File: config.mk
export PLATFORM = sky130hd
export DESIGN_NAME = cam_cfg_sequencer
export DESIGN_NICKNAME = d
export VERILOG_FILES = /design/src/rtl/cam_cfg_sequencer.sv
export SDC_FILE = /design/constraint.sdc
export NUM_CORES = 1
export LEC_CHECK = 0
export ABC_AREA = 1
export CAP_MARGIN = 20
export CORE_MARGIN = 4
export CORE_UTILIZATION = 46
export CTS_CLUSTER_SIZE = 14
export DETAILED_ROUTE_END_ITERATION = 16
export PLACE_DENSITY = 0.91
export REMOVE_ABC_BUFFERS = 1
export SYNTH_ARGS = -nofsm -noshare
export SYNTH_HDL_FRONTEND = slang
export SYNTH_SLANG_ARGS = --single-unit
File: constraint.sdc
create_clock -name clk_i -period 1.75 [get_ports clk_i]
set_clock_uncertainty 0.2 [all_clocks]
set_input_delay 0.35 -clock clk_i [delete_from_list [all_inputs] [get_ports clk_i]]
set_output_delay 0.35 -clock clk_i [all_outputs]
set_load 0.01 [all_outputs]
File: src/rtl/cam_cfg_sequencer.sv
`default_nettype none
// +----------------------------------------------------------------------------+
// | cam_cfg_sequencer: walks a camera register-init table in a registered ROM   |
// | and feeds each {reg, value} word to the i2c write engine. Optional macro:   |
// | CAM_CFG_DELAY_EN builds the in-table delay-marker wait.                     |
// | Revision: 1.0                                                               |
// +----------------------------------------------------------------------------+
module cam_cfg_sequencer #(
   parameter int          ADDR_W       = 8,
   parameter int          DELAY_CYCLES = 100_000,
   parameter logic [15:0] END_WORD     = 16'hFFFF,
   parameter logic [15:0] DELAY_WORD   = 16'hFFF0
) (
   input  logic              clk_i,
   input  logic              reset_i,
   input  logic              start_i,
   output logic [ADDR_W-1:0] rom_addr_o,
   input  logic [15:0]       rom_data_i,
   output logic [15:0]       write_data_o,
   output logic              valid_o,
   input  logic              ready_i,
   output logic              busy_o,
   output logic              done_o
);

   typedef enum logic [2:0] {
      S_IDLE   = 3'd0,
      S_FETCH  = 3'd1,
      S_DECODE = 3'd2,
      S_SEND   = 3'd3,
      S_DELAY  = 3'd4,
      S_DONE   = 3'd5
   } state_t;

   if (DELAY_CYCLES < 1) begin : g_bad_delay_cycles
      $error("DELAY_CYCLES must be at least 1");
   end

   state_t            state_q;
   logic [ADDR_W-1:0] rom_addr_q;
   logic [15:0]       write_data_q;
   logic              valid_q;
   logic              busy_q;
   logic              done_q;

`ifdef CAM_CFG_DELAY_EN
   localparam int              CNT_W    = (DELAY_CYCLES > 1) ? $clog2(DELAY_CYCLES) : 1;
   localparam logic [CNT_W-1:0] CNT_LOAD = CNT_W'(DELAY_CYCLES - 1);
   logic [CNT_W-1:0] delay_cnt_q;
`endif

   // Shared "move past this entry" step: the table never wraps past its last address.
   state_t            adv_state_d;
   logic [ADDR_W-1:0] adv_addr_d;
   logic              adv_last_d;

   always_comb begin
      adv_last_d  = (rom_addr_q == {ADDR_W{1'b1}});
      adv_state_d = adv_last_d ? S_DONE : S_FETCH;
      adv_addr_d  = adv_last_d ? rom_addr_q : rom_addr_q + ADDR_W'(1);
   end

   always_ff @(posedge clk_i) begin
      if (reset_i) begin
         state_q      <= S_IDLE;
         rom_addr_q   <= '0;
         write_data_q <= '0;
         valid_q      <= 1'b0;
         busy_q       <= 1'b0;
         done_q       <= 1'b0;
`ifdef CAM_CFG_DELAY_EN
         delay_cnt_q  <= '0;
`endif
      end else begin
         case (state_q)
            S_IDLE, S_DONE: begin
               if (start_i) begin
                  rom_addr_q <= '0;
                  state_q    <= S_FETCH;
                  busy_q     <= 1'b1;
                  done_q     <= 1'b0;
               end
            end
            S_FETCH: state_q <= S_DECODE;
            S_DECODE: begin
               if (rom_data_i == END_WORD) begin
                  state_q <= S_DONE;
                  busy_q  <= 1'b0;
                  done_q  <= 1'b1;
               end else if (rom_data_i == DELAY_WORD) begin
`ifdef CAM_CFG_DELAY_EN
                  state_q     <= S_DELAY;
                  delay_cnt_q <= CNT_LOAD;
`else
                  state_q    <= adv_state_d;
                  rom_addr_q <= adv_addr_d;
                  busy_q     <= !adv_last_d;
                  done_q     <= adv_last_d;
`endif
               end else begin
                  write_data_q <= rom_data_i;
                  valid_q      <= 1'b1;
                  state_q      <= S_SEND;
               end
            end
            S_SEND: begin
               if (ready_i) begin
                  valid_q    <= 1'b0;
                  state_q    <= adv_state_d;
                  rom_addr_q <= adv_addr_d;
                  busy_q     <= !adv_last_d;
                  done_q     <= adv_last_d;
               end
            end
`ifdef CAM_CFG_DELAY_EN
            S_DELAY: begin
               if (delay_cnt_q == '0) begin
                  state_q    <= adv_state_d;
                  rom_addr_q <= adv_addr_d;
                  busy_q     <= !adv_last_d;
                  done_q     <= adv_last_d;
               end else begin
                  delay_cnt_q <= delay_cnt_q - CNT_W'(1);
               end
            end
`endif
            default: begin
               state_q <= S_IDLE;
               valid_q <= 1'b0;
               busy_q  <= 1'b0;
            end
         endcase
      end
   end

   assign rom_addr_o   = rom_addr_q;
   assign write_data_o = write_data_q;
   assign valid_o      = valid_q;
   assign busy_o       = busy_q;
   assign done_o       = done_q;

endmodule
`default_nettype wire
* Word-level counts from Yosys, hierarchy flattened
Cells that the tools add are included.
Storage, ports and cells: flip-flop bits (word level) 30, input bits 20, output and inout bits 27, word-level logic and storage cells 61
Cells by class: add/sub/neg operators 1, equality and inequality tests 13, mux-type cells 26, bitwise logic cells 4, reductions and logical operators 11
Operators with widths (number):
- two-way mux 8 bit | 5
- == test 16 bit, second input constant | 2
- case mux 8 bit (3 select lines) | 1
- two-way mux 3 bit | 5
- case mux 3 bit (4 select lines) | 1
- AND reduction 4 bit | 3
- two-way mux 1 bit | 11
- != test 2 bit, second input constant | 5
- adder 8 x 1 -> 8 bit, second input constant | 1
- == test 8 bit, second input constant | 1
- == test 3 x 2 -> 1 bit, second input constant | 2
- case mux 1 bit (3 select lines) | 2
- AND reduction 5 bit | 1
- inverter 1 bit | 4
- case mux 1 bit (4 select lines) | 1
- == test 3 x 1 -> 1 bit, second input constant | 1
- == test 3 bit, second input constant | 1
- zero test 3 bit | 1
- != test 3 bit, second input constant | 1
- AND reduction 3 bit | 1
- nonzero test 3 bit | 1
- OR reduction 3 bit | 1
- AND reduction 2 bit | 1
- OR reduction 2 bit | 1
- zero test 1 bit | 1

* Logic depth before layout (Yosys ltp)
depth in word-level cells 5, gate-level depth with buffers 10, depth with buffers taken out 10

* Least setup slack after synthesis
OpenSTA, ideal clock, no wires.
path kind register -> register, from register rom_addr_q[1], in the netlist rom_addr_o[1], to register rom_addr_q[3], in the netlist rom_addr_o[3], library setup time 70 ps, data arrival time 1390 ps, data required time 1480 ps, setup slack 90 ps, stages on the path, launching flop included 11, buffers on the path 1, period minus slack after synthesis 1660 ps, path through dfxtp_1 > ha_1 > nand3_1 > inv_1 > nand4_1 > nand2_1 > inv_1 > nand3_2 > buf_6 > nand2_1 > a21oi_1
Between the ends: cells in the longest elaborated chain, start to end 5, elaborated cells on any way between the ends 7, those cells by class add/sub (1); eq/ne (1); mux (5)
RTL lines:
- start, declared | line 40 | logic [ADDR_W-1:0] rom_addr_q;
- start signal, assigned | line 96 | rom_addr_q <= adv_addr_d;
- start signal, assigned | line 110 | rom_addr_q <= adv_addr_d;
- adder 8 x 1 -> 8 bit or == test 8 bit (tied branches) | line 60, 58
- two-way mux 8 bit * | line 60 | adv_addr_d = adv_last_d ? rom_addr_q : rom_addr_q + ADDR_W'(1);
- two-way mux 8 bit | line 90 | end else if (rom_data_i == DELAY_WORD) begin
- two-way mux 8 bit | line 86 | if (rom_data_i == END_WORD) begin
- case mux 8 bit (3 select lines) * | line 75 | case (state_q)
Mark *: on every way between the ends. The rest lies on a longest branch, timed or not. The select of a mux whose other input is x is not followed. A chain may end at the register's enable or synchronous reset.

* Worst setup path in the final report
from register state_q[1], to register done_q, in the netlist done_o
Between the ends: cells in the longest elaborated chain, start to end 4, elaborated cells on any way between the ends 11, those cells by class eq/ne (6); mux (1); reduce/logical (4)
RTL lines:
- start, declared | line 39 | state_t state_q;
- start signal, assigned | line 95 | state_q <= adv_state_d;
- start signal, assigned | line 109 | state_q <= adv_state_d;
- == test 3 bit or zero test 3 bit (tied branches) | line 75
- OR reduction 2 bit | line 75
- != test 2 bit (no line) or nonzero test 3 bit (tied branches)
- AND reduction 4 bit (no line)
- end signal, assigned | line 98 | done_q <= adv_last_d;
- end signal, assigned | line 112 | done_q <= adv_last_d;
- end, declared | line 44 | logic done_q;
Parallel ways exist; a longest one is shown, timed or not.

==> reports/results.md <==
* 327 — number of nets in the layout
* 0.544 — Slew HR
* 0 — DRC violations left
* 1.05 — period utilisation layout
* 18 — number of setup violations in the final report
* 230 — Syn Inst Count
* 545 MHz — FMAX
* 0.492 — initial core utilization
* finished, violations left — status
* 400 ps — Slowest Stage Delay on Critical Path
* true — unrepaired setup endpoints after global routing
* in -> reg — path class of the lowest-slack min-delay path
* 0.823 — share of the core filled with cells
* 1.52 mW — net switching power
* 7240 um — first-pass GRT wire length
* 1370 mW/mm2 — Power Dens Cells
* 179 — count of filler cells inserted in the layout
* 4 — CP bufs+invs
* sky130_fd_sc_hd__dfxtp_4 — critical path's slowest cell
* 1830 ps — Min Clock Period, post-route
* 2840 um — dpl hpwl
* sky130_fd_sc_hd__clkbuf_4 — buffer type at the clock tree root
* 0 — yosys warns
* 4 — biggest fanout along the worst timing path
* simple AND/OR/NAND/NOR gates — crit-path leading delay family
* 1611 — via count of the first global-routing pass
* 0 — Post-CTS Hold Buffers
* write_data_o[1]$_SDFFE_PP0P_ — worst-case hold path end point
* inv_4 > nor2_4 > buf_6 > nand3b_1 > nand2_2 > inv_2 > buf_4 > nand3_2 > nand2_1 > nand2_1 > nor2_1 — worst path cell trace
* 1800 ps — critical path required time
* 321 — DRT iter0 DRCs
* 0.393 — register area share after synthesis
* 5 — total CTS buffers
* 1.96 mW — Cell Int Power
* done_o$_SDFFE_PP0P_ — worst reg2reg path endpoint
* 0.130 — clock group share of total power
* 47 — I/O Pins
* 65.6 um — die width
* 0 — Final Max Tran Viols
* done — CTS tree
* 20 — placement row count
* 0.393 — area fraction of the dominant cell type after synthesis
* 0.220 — global-route total usage across every layer
* 1962 — number of vias in the routed layout
* 30 — clock sink count
* sky130_fd_sc_hd__dfxtp_1 (39%), sky130_fd_sc_hd__nand2_1 (11%), sky130_fd_sc_hd__a21oi_1 (10%), sky130_fd_sc_hd__inv_1 (10%), sky130_fd_sc_hd__nand3_1 (6.6%) — top cells by area in the synthesized netlist
* 30 — flip-flop and latch count after synthesis
* 0.290 — sequential share of power
* 0.316 — ratio of cells with drive above 1 in the final layout
* 65.6 um — die height
* 23 — number of unique standard cell types used by synthesis
* 46 — I/O Buffers
* 6.64 um2 — synthesized area divided by synthesized cell count
* 0 — final number of hold-violating endpoints
* 110 ps — register clock-pin slew on the reported worst setup and hold paths
* 0.847 mV — Worst VDD drop
* 684 ps — slew at the pin closest to its max-slew limit
* flip-flop — CP Launch Type
* -430 ps — Placement Setup Slack
* 0.00310 mm2 — core area
* reg -> reg — Worst Path Class, Setup
* 350 ps — clock insertion delay at the later pin of the skew report
* 17.9 um — WL per Instance
* 3 — Hold Path Stages
* 11 — depth of the worst register-to-register path
* 0.437 — switching portion of total power
* 5.57 — average via count per standard cell
* flip-flop — CP endpoint kind
* 1.34 nW — leakage dissipation
* 67.2% — signed area change from the synthesized netlist to the final layout
* 2 — Longest Clk Path Bufs
* 0.00153 mm2 — Mapped Area
* 6290 um — total routed wirelength
* state_q[1]$_SDFFE_PP0P_ — worst reg2reg startpoint
* sky130_fd_sc_hd__nand2_1 — cell repeated most along the worst path
* 0 — # Max-Cap Violations
* rom_data_i[1] — worst hold start
* 0.00431 mm2 — area enclosed by the die boundary
* -84.9 ps — final critical-path setup slack
* 1 — number of antenna violations at the first check in global routing
* -80 ps — slack of the worst reg-to-reg path
* 0.805 — final estimated routing congestion in global placement
* 0.580 — combinational fraction of design power
* setup timing — violated checks
* 4 — First-pass DRT Iterations
* 0 — antenna viol nets, final
* 2 — CTS H-tree depth
* -576 ps — Setup TNS
* sky130_fd_sc_hd__dfxtp_1 — library cell with the largest summed area after synthesis
* 0 — overall overflow remaining after global route
* 22 — largest net degree at the start of global routing
* 1880 ps — arrival time of data at the critical path endpoint
metal layers:
metal / part of all wire / global-route usage / vias to the layer above
li1: - / - / 886
met1: 0.37 / 0.267 / 948
met2: 0.52 / 0.365 / 106
met3: 0.072 / 0.0615 / 22
met4: 0.037 / 0.0829 / 0
met5: 0 / 0 / -
sequential cells by signal, indices dropped and copies added (netlist names):
register / cells
write_data_o: 16
rom_addr_o: 8
state_q: 3
busy_o: 1
done_o: 1
valid_o: 1
cell usage after synthesis, drive strengths merged:
cell    number
o21ai       17
nor3         1
dfxtp       30
nand4        4
buf          4
a21oi       33
nand3b       1
or2          3
clkbuf       4
nor2        17
inv         45
nand2       47
ha           1
nand3       23
repair_timing:
| action | in CTS | in global routing |
|---|---|---|
| buffers inserted | 0 | 9 |
| pin swaps | 0 | 25 |
| endpoints found under the setup margin | 53 | 28 |
| gates resized for setup | 35 | 84 |
| cloned | 1 | 2 |
cells in the final DEF (no fill, tap or decap), types with 2 or more instances in the layout:
cell                              count
sky130_fd_sc_hd__a21oi_1             24
sky130_fd_sc_hd__nand4_1              4
sky130_fd_sc_hd__dfxtp_4              2
sky130_fd_sc_hd__dlygate4sd2_1       27
sky130_fd_sc_hd__dfxtp_1             22
sky130_fd_sc_hd__o21ai_2              3
sky130_fd_sc_hd__nor2_1              10
sky130_fd_sc_hd__inv_4                2
sky130_fd_sc_hd__dfxtp_2              6
sky130_fd_sc_hd__buf_4               25
sky130_fd_sc_hd__a21oi_2              8
sky130_fd_sc_hd__nand2_1             34
sky130_fd_sc_hd__inv_2                7
sky130_fd_sc_hd__nand2_2             10
sky130_fd_sc_hd__o21ai_1             13
sky130_fd_sc_hd__or2_2                3
sky130_fd_sc_hd__nand3_2              4
sky130_fd_sc_hd__dlymetal6s2s_1      16
sky130_fd_sc_hd__nand2_4              3
sky130_fd_sc_hd__clkdlybuf4s50_1      3
sky130_fd_sc_hd__buf_6                2
sky130_fd_sc_hd__clkbuf_4             5
sky130_fd_sc_hd__nand3_1             17
sky130_fd_sc_hd__nor2_4               6
sky130_fd_sc_hd__inv_1               36
sky130_fd_sc_hd__nand3_4              3
worst min-delay path, delay by kind of cell:
family / cells / cell delay, ps
AO/OA/AOI/OAI: 2 / 170
buffers and inverters: 1 / 130
worst max path at each step:
| stage | start | end | cells past startpoint |
|---|---|---|---|
| 2_1_floorplan | state_q[1]$_SDFFE_PP0P_ | write_data_o[0]$_SDFFE_PP0P_ | 7 |
| 3_3_place_gp | rom_data_i[8] | rom_addr_o[7]$_SDFFE_PP0P_ | 10 |
| 3_5_place_dp | rom_data_i[14] | rom_addr_o[1]$_SDFFE_PP0P_ | 10 |
| 4_1_cts | state_q[1]$_SDFFE_PP0P_ | write_data_o[4]$_SDFFE_PP0P_ | 7 |
| 5_1_grt | state_q[1]$_SDFFE_PP0P_ | write_data_o[3]$_SDFFE_PP0P_ | 8 |
| 6_report | state_q[1]$_SDFFE_PP0P_ | done_o$_SDFFE_PP0P_ | 11 |
kinds of logic (layout without fill, tap and decap cells):
| logic type | after synthesis | count (layout) | synth area share |
|---|---|---|---|
| simple gates | 96 | 97 | 0.294 |
| compound gates | 50 | 50 | 0.166 |
| flops | 30 | 30 | 0.393 |
| buf+inv | 53 | 129 | 0.138 |
| other cells | 0 | 1 | 0 |
| fa+ha+maj | 1 | 1 | 0.00819 |
per-stage QoR:
| step | hold slack (ps) | instances | area, um2 | power, mW |
|---|---|---|---|---|
| floorplan | 219 | 222 | 1490 | 1.75 |
| global placement | 232 | 331 | 2160 | 2.49 |
| detailed placement | 236 | 331 | 2160 | 2.52 |
| CTS | 248 | 340 | 2240 | 2.94 |
| global route | 166 | 352 | 2550 | 3.66 |
| finish | 126 | 352 | 2550 | 3.49 |
cell type report:
class / count / area [um2] / area share
diodes: 1 / 2.50 / 0.000980
clock buffers: 7 / 55.1 / 0.0216
clock inverters: 1 / 5.00 / 0.00196
inverters: 45 / 174 / 0.0681
multi-input cells: 148 / 897 / 0.351
flip-flops and latches: 30 / 616 / 0.241
well taps: 44 / 55.1 / 0.0216
repair buffers: 76 / 749 / 0.293
power groups by stage:
stage / registers, mW / logic (mW) / clock network, mW
global route: 1.03 / 2.15 / 0.480
global placement: 0.987 / 1.50 / 0
finish: 1.01 / 2.02 / 0.455
floorplan: 1.08 / 0.672 / 0
detailed placement: 0.994 / 1.52 / 0
CTS: 0.975 / 1.53 / 0.443
Note: power is estimated with default switching activity, not from simulation.
